===== src/rtl/ts_pkt_sync_pkg.sv =====
// Shared constants, state encoding and output beat type for the TS parallel packet synchroniser.
package ts_pkt_sync_pkg;

  localparam int unsigned BYTE_W         = 8;
  localparam int unsigned CNT_W          = 4;
  localparam int unsigned TS_PKT_LEN     = 188;
  localparam int unsigned TS_PKT_LEN_204 = 204;
  localparam logic [BYTE_W-1:0] TS_SYNC_BYTE = 8'h47;

  typedef enum logic [1:0] {
    HUNT   = 2'd0,
    VERIFY = 2'd1,
    LOCKED = 2'd2
  } sync_state_e;

  // One beat of the aligned TS parallel output stream.
  typedef struct packed {
    logic [BYTE_W-1:0] data;
    logic              sync;
    logic              valid;
    logic              err;
  } ts_beat_t;

endpackage


===== src/rtl/ts_pkt_sync.sv =====
// Hunts for the TS sync byte at packet spacing in a raw byte stream, locks after LOCK_CNT
// good syncs and emits an aligned data/sync/valid stream with flywheel miss tolerance.
module ts_pkt_sync
  import ts_pkt_sync_pkg::*;
#(
  parameter int unsigned        PKT_LEN    = TS_PKT_LEN,
  parameter logic [BYTE_W-1:0]  SYNC_BYTE  = TS_SYNC_BYTE,
  parameter int unsigned        LOCK_CNT   = 3,
  parameter int unsigned        UNLOCK_CNT = 3
) (
  input  logic              clk,
  input  logic              rst,
  input  logic [BYTE_W-1:0] ts_par_data_i,
  input  logic              ts_par_valid_i,
  output logic [BYTE_W-1:0] ts_par_data_o,
  output logic              ts_par_sync_o,
  output logic              ts_par_valid_o,
  output logic              ts_par_err_o,
  output logic              lock_o,
  output logic [BYTE_W-1:0] sync_loss_cnt_o
);

  sync_state_e       state_q, state_d;
  logic [BYTE_W-1:0] pos_q, pos_d;
  logic [CNT_W-1:0]  good_q, good_d;
  logic [CNT_W-1:0]  miss_q, miss_d;
  logic [BYTE_W-1:0] loss_q, loss_d;
  ts_beat_t          beat_q, beat_d;
  logic              lock_q, lock_d;

  logic [BYTE_W-1:0] pos_adv;
  logic              is_sync;

  // Position the current byte would take, with wrap after the last byte of a packet.
  assign pos_adv = (pos_q == BYTE_W'(PKT_LEN - 1)) ? '0 : pos_q + BYTE_W'(1);
  assign is_sync = (ts_par_data_i == SYNC_BYTE);

  always_ff @(posedge clk) begin
    if (rst) begin
      state_q <= HUNT;
      pos_q   <= '0;
      good_q  <= '0;
      miss_q  <= '0;
      loss_q  <= '0;
      beat_q  <= '0;
      lock_q  <= 1'b0;
    end else begin
      state_q <= state_d;
      pos_q   <= pos_d;
      good_q  <= good_d;
      miss_q  <= miss_d;
      loss_q  <= loss_d;
      beat_q  <= beat_d;
      lock_q  <= lock_d;
    end
  end

  always_comb begin
    state_d     = state_q;
    pos_d       = pos_q;
    good_d      = good_q;
    miss_d      = miss_q;
    loss_d      = loss_q;
    beat_d      = '0;
    beat_d.data = ts_par_data_i;

    if (ts_par_valid_i) begin
      unique case (state_q)
        HUNT: begin
          if (is_sync) begin
            pos_d  = '0;
            good_d = CNT_W'(1);
            miss_d = '0;
            if (LOCK_CNT == 1) begin
              state_d      = LOCKED;
              beat_d.valid = 1'b1;
              beat_d.sync  = 1'b1;
            end else begin
              state_d = VERIFY;
            end
          end
        end

        VERIFY: begin
          pos_d = pos_adv;
          // Only the expected sync position is examined; sync-valued payload is ignored.
          if (pos_adv == '0) begin
            if (is_sync) begin
              good_d = good_q + CNT_W'(1);
              if (good_q + CNT_W'(1) == CNT_W'(LOCK_CNT)) begin
                state_d      = LOCKED;
                beat_d.valid = 1'b1;
                beat_d.sync  = 1'b1;
              end
            end else begin
              state_d = HUNT;
              good_d  = '0;
            end
          end
        end

        LOCKED: begin
          pos_d = pos_adv;
          if (pos_adv != '0) begin
            beat_d.valid = 1'b1;
          end else if (is_sync) begin
            miss_d       = '0;
            beat_d.valid = 1'b1;
            beat_d.sync  = 1'b1;
          end else if (miss_q + CNT_W'(1) < CNT_W'(UNLOCK_CNT)) begin
            miss_d       = miss_q + CNT_W'(1);
            beat_d.valid = 1'b1;
            beat_d.sync  = 1'b1;
            beat_d.err   = 1'b1;
          end else begin
            // Too many misses: drop this byte and lock, hunt again from the next byte.
            state_d = HUNT;
            miss_d  = '0;
            good_d  = '0;
            if (loss_q != '1) begin
              loss_d = loss_q + BYTE_W'(1);
            end
          end
        end

        default: begin
          state_d = HUNT;
        end
      endcase
    end

    lock_d = (state_d == LOCKED);
  end

  assign ts_par_data_o   = beat_q.data;
  assign ts_par_sync_o   = beat_q.sync;
  assign ts_par_valid_o  = beat_q.valid;
  assign ts_par_err_o    = beat_q.err;
  assign lock_o          = lock_q;
  assign sync_loss_cnt_o = loss_q;

endmodule

===== config.mk =====
export PLATFORM = sky130hd
export DESIGN_NAME = ts_pkt_sync
export DESIGN_NICKNAME = d
export VERILOG_FILES = /design/src/rtl/ts_pkt_sync_pkg.sv /design/src/rtl/ts_pkt_sync.sv
export SDC_FILE = /design/constraint.sdc
export NUM_CORES = 1
export LEC_CHECK = 0
export CAP_MARGIN = 20
export CORE_UTILIZATION = 53
export DETAILED_ROUTE_END_ITERATION = 10
export PLACE_DENSITY = 0.77
export SYNTH_ARGS = -nofsm -noshare
export SYNTH_HDL_FRONTEND = slang
export SYNTH_SLANG_ARGS = --single-unit

===== constraint.sdc =====
create_clock -name clk -period 4.7 [get_ports clk]
set_input_delay 0.705 -clock clk [delete_from_list [all_inputs] [get_ports clk]]
set_output_delay 0.705 -clock clk [all_outputs]
set_load 0.01 [all_outputs]

After elaboration in Yosys (flattened, before gate mapping)
Cells that the tools add are included.

storage, ports and cells
  register bits after elaboration = 38
  input bits = 11
  output and inout bits = 20

operators by class
  $add $sub $neg = 4
  order comparisons = 1
  equality and inequality tests = 12
  muxes and demuxes = 32
  bitwise logic cells = 5
  reduce and logical (&&, ||, !) cells = 13

operators with widths
  cell                 number
  $mux 4               10
  $mux 2               12
  $add 8x1->8 const B  2
  $mux 8               2
  $pmux 8 s2           1
  $pmux 4 s3           1
  $ne 2x2->1 const B   5
  $add 4x1->4 const B  2
  $eq 8x7->1 const B   1
  $eq 8x8->1 const B   1
  $logic_not 8->1      1
  $ne 8x8->1 const B   1
  $pmux 4 s2           1
  $reduce_bool 8->1    1
  $reduce_and 7->1     1
  $pmux 2 s3           1
  $reduce_and 6->1     1
  $not 1->1            5
  $reduce_or 5->1      1
  $eq 2x2->1 const B   2
  $eq 4x2->1 const B   1
  $lt 4x2->1 const B   1
  $pmux 2 s2           1
  $reduce_and 4->1     1
  other kinds (8)      11

Longest topological paths before layout
  word-level depth = 8
  mapped depth = 9

Worst setup path after synthesis
OpenSTA, ideal clock, no wires.

  path kind = reg-to-reg
  start point = register pos_q[0]
  end point = register loss_q[5], in the netlist sync_loss_cnt_o[5]
  arrival time = 2.078 ns
  data required time = 4.579 ns
  setup slack = 2.502 ns
  cell stages (with the launch flop) = 9
  clock period less this slack = 2.198 ns
  path through = dfxtp_1 ha_1 buf_4 nand4b_4 o32ai_2 a221o_2 nand3_2 nor4_1 mux2_2

between the ends
  word-level cells in the longest chain between the ends = 5

RTL lines
  element                                           line                text
  from (decl)                                       ts_pkt_sync.sv:24   logic [BYTE_W-1:0] pos_q, pos_d;
  from (signal assigned)                            ts_pkt_sync.sv:49   pos_q <= pos_d;
  $add 8x1->8 / $eq 8x8->1 (equally long branches)  ts_pkt_sync.sv:35   assign pos_adv = (pos_q == BYTE_W'(PKT_LEN - 1)) ? '0 : pos_q + BYTE_W'(1);
  $mux 8 (*)                                        ts_pkt_sync.sv:35
  $reduce_bool 8->1 (*)                             ts_pkt_sync.sv:104  if (pos_adv != '0) begin
  $not 1->1 (no line) (*)                           --
  $reduce_and 6->1 (no line) (*)                    --
  to (signal assigned)                              ts_pkt_sync.sv:52   loss_q <= loss_d;
  to (decl)                                         ts_pkt_sync.sv:27   logic [BYTE_W-1:0] loss_q, loss_d;

Mark *: on every way between the ends. The rest lies on a longest branch, timed or not.
A chain may end at the register's enable or synchronous reset.

Final worst setup path
  start point = input ts_par_data_i[4]
  end point = register loss_q[5], in the netlist sync_loss_cnt_o[5]

between the ends
  word-level cells in the longest chain between the ends = 3

RTL lines
  element                     line               text
  from (decl)                 ts_pkt_sync.sv:13  input logic [BYTE_W-1:0] ts_par_data_i,
  $eq 8x7->1                  ts_pkt_sync.sv:36  assign is_sync = (ts_par_data_i == SYNC_BYTE);
  $not 1->1 (no line)         --
  $reduce_and 6->1 (no line)  --

No other way between the ends.

==> run_results.csv <==
group,metric,value,unit
clocking,clock_sinks,38,
logic_synthesis,yosysWarnings,0,
placement,placed_area,2580,µm²
detailed_routing,drtIter0Drc,142,
timing,postLayoutSetupSlackWorst,1.895,ns
min_path,min_path_type,"register to register",
floorplan,die-area,4563,µm²
detailed_routing,wl_per_cell,14.70,µm
critical_path,cp.arrival,3.00,ns
timing,max-slew-margin-rel,0.4275,
floorplan,coreArea,4058,µm²
critical_path,critPathKind,"input pin to register",
global_route,antenna_found_initial,0,
logic_synthesis,synth.distinct_cells,62,
floorplan,die_h,67.55,µm
critical_path,cpPeakStageDelay,0.46,ns
timing,timing.fmax,0.3565,GHz
global_route,grt_pass1_wl,8045,µm
detailed_routing,finalWirelength,5042,µm
timing,finalMaxSlewViolations,0,
power,power.leakage,0.8985,nW
cells_and_area,register_area,760.7,µm²
critical_path,path_cells,"clkdlybuf4s50_1 -> and4bb_2 -> nand2_1 -> o311a_1 -> o211ai_1 -> nor4_1 -> mux2_2",
detailed_routing,ant_nets,0,
clocking,tritoncts,"done",
timing,finalSetupViolCount,0,
critical_path,endpoint_kind,"register",
floorplan,start_util,0.5612,
critical_path,crit_family,"simple AND/OR/NAND/NOR gates",
clocking,clk_pin_slew,0.07,ns
timing,worst_pin_slew,0.8551,ns
timing,fin_crit_sh,0.5969,
detailed_routing,drt_first_pass_iters,4,
logic_synthesis,syn_nets,287,
clocking,clock-root-buffer,"clkbuf_8",
power,irDropWorstVdd,0.1357,mV
cells_and_area,drive_gt1_frac,0.1229,
placement,port-buffer-count,30,
placement,gp_congestion,0.8767,
placement,place_ws,1.582,ns
cells_and_area,fin_area,2675,µm²
global_route,grt_max_degree,27,
clocking,cts_buffer_depth,2,
logic_synthesis,syn_area,2277,µm²
critical_path,startpoint_type,"input pin",
cells_and_area,layout.nets,313,
placement,placedCellCount,335,
cells_and_area,stdcell_count,343,
critical_path,crit_fanout,15,
critical_path,critical-path-slowest-cell,"clkdlybuf4s50_1",
logic_synthesis,netlist_instances,266,
clocking,htreeDepth,2,
cells_and_area,fill_cells,352,
timing,setup-tns-final,0,ns
global_route,track_usage,0.2339,
logic_synthesis,avgSynthCellArea,8.561,µm²
logic_synthesis,ys_seq_elements,38,
logic_synthesis,synth_seq_area_share,0.3341,
clocking,cts_setup_buffers,0,
cells_and_area,final_common_cell,"dfxtp_1",
cells_and_area,multi_input_area,1400,µm²
clocking,cts_made_buffers,5,
logic_synthesis,ys_dominant_reg_cell,"dfxtp_1",
cells_and_area,syn_to_final_growth,17.47,%
floorplan,ios,31,
floorplan,die_w,67.55,µm
critical_path,r2r_slack,1.93,ns
timing,skew,0.004436,ns
power,powerDensity,223.4,nW/µm²
clocking,cts_hold_buf,0,
timing,fin_crit,2.805,ns
logic_synthesis,synth-edff-count,0,
job,drv_cap,0,
clocking,worstSkewPairLatency,0.30,ns
global_route,first_global_vias,1709,
placement,dp_hpwl,3622,µm
cells_and_area,layout_common_cells,"dfxtp_1, clkdlybuf4s50_1, nand2_1",
outcome,run_status,"completed",
floorplan,rows,23,
global_route,overflow,0,
timing,rsz0062_at_grt,"false",
timing,hold_viol_final,0,
logic_synthesis,synthArstFlopShare,0,
critical_path,crit_buf_inv,1,
detailed_routing,num_vias,2037,
detailed_routing,avgViaCountPerCell,5.939,
critical_path,crit_required,4.89,ns
timing,whs,0.4923,ns
clocking,cts_resized,0,
detailed_routing,drc,0,
cells_and_area,diodes,0,
[flip-flops by register name (all words and copies together) (netlist names)]
signal	count
sync_loss_cnt_o	8
ts_par_data_o	8
good_q	4
ts_par_valid_o	1
miss_q	4
ts_par_sync_o	1
ts_par_err_o	1
state_q	2
lock_o	1
pos_q	8
[final timing paths]
check	from	endpoint	depth (start not counted)
setup reg to reg	pos_q[0]	sync_loss_cnt_o[5]	7
setup / recovery	ts_par_data_i[4]	sync_loss_cnt_o[5]	7
hold reg to reg	miss_q[2]	miss_q[2]	1
hold / removal	miss_q[2]	miss_q[2]	1
[power breakdown]
group          total (mW)  internal (mW)  switching (mW)  leakage, nW
Combinational      0.0305         0.0169          0.0136        0.543
Clock               0.241          0.118           0.123       0.0472
Sequential          0.326          0.325        0.000964        0.308
[worst register-to-register path, cell delays in order (launching register included)]
cell and delay (ns):
dfxtp_1 0.44, ha_1 0.45, nand4b_4 0.18, nor3_4 0.29, o221a_2 0.31, nand3_2 0.25
nor4_1 0.38, mux2_2 0.37
[cell usage after synthesis, types with 2 or more instances]
cell	number	area, µm²
mux2i_1	3	30.03
dfxtp_1	38	760.7
or3_1	3	18.77
buf_6	2	22.52
buf_2	3	15.01
a31oi_1	4	25.02
buf_1	2	7.510
nor2b_1	12	75.07
ha_1	10	125.1
nand3_1	14	70.07
o21a_1	2	15.01
and3_1	5	31.28
a21oi_2	3	26.28
inv_1	13	48.80
nor2_1	15	56.30
and4bb_2	2	25.02
or3_2	3	22.52
and2_1	4	25.02
nor4_1	6	37.54
a21oi_1	17	85.08
o31ai_1	4	30.03
nor3_1	7	35.03
o21ai_0	13	65.06
nand2_1	22	82.58
a31o_2	3	26.28
mux2_2	2	22.52
or4_1	3	22.52
nand4_1	7	43.79
o211ai_1	3	22.52
a21boi_0	2	15.01
a21o_1	2	15.01
nor3b_1	2	15.01
o221a_2	2	22.52
clkbuf_1	4	15.01
a21bo_2	2	20.02
[metrics by stage]
stage / util / total power, mW
2_1_floorplan: - / 0.3454
3_3_place_gp: 0.6358 / 0.3643
3_5_place_dp: 0.6358 / 0.3643
4_1_cts: 0.6593 / 0.6038
5_1_grt: 0.6593 / 0.6153
6_report: 0.6593 / 0.5976
[cell families (layout without fill, tap and decap cells)]
logic type      Yosys count  after routing  synth area share
simple gates            115            115            0.2956
mux                       5              5           0.02308
buf+inv                  25             52           0.05110
flops                    38             38            0.3341
compound gates           73             73            0.2412
fa+ha+maj                10             10           0.05495
[area by class of cell]
class                           instances  share of cell area
Sequential cell                        38              0.2844
Clock inverter                          2            0.004677
Tap cell                               50             0.02339
Inverter                               13             0.01824
Multi-Input combinational cell        203              0.5234
Clock buffer                            6             0.03087
Timing Repair Buffer                   31              0.1151
[per-layer routing]
| layer | share of wire | global-route usage | vias to the layer above |
|---|---|---|---|
| met3 | 0.037 | 0.05574 | 6 |
| met4 | 0.012 | 0.07713 | 0 |
| met2 | 0.45 | 0.3478 | 49 |
| met1 | 0.50 | 0.3278 | 936 |
| li1 | - | - | 1046 |
| met5 | 0 | 0 | - |
No activity file was read; power rests on OpenSTA's default activity.
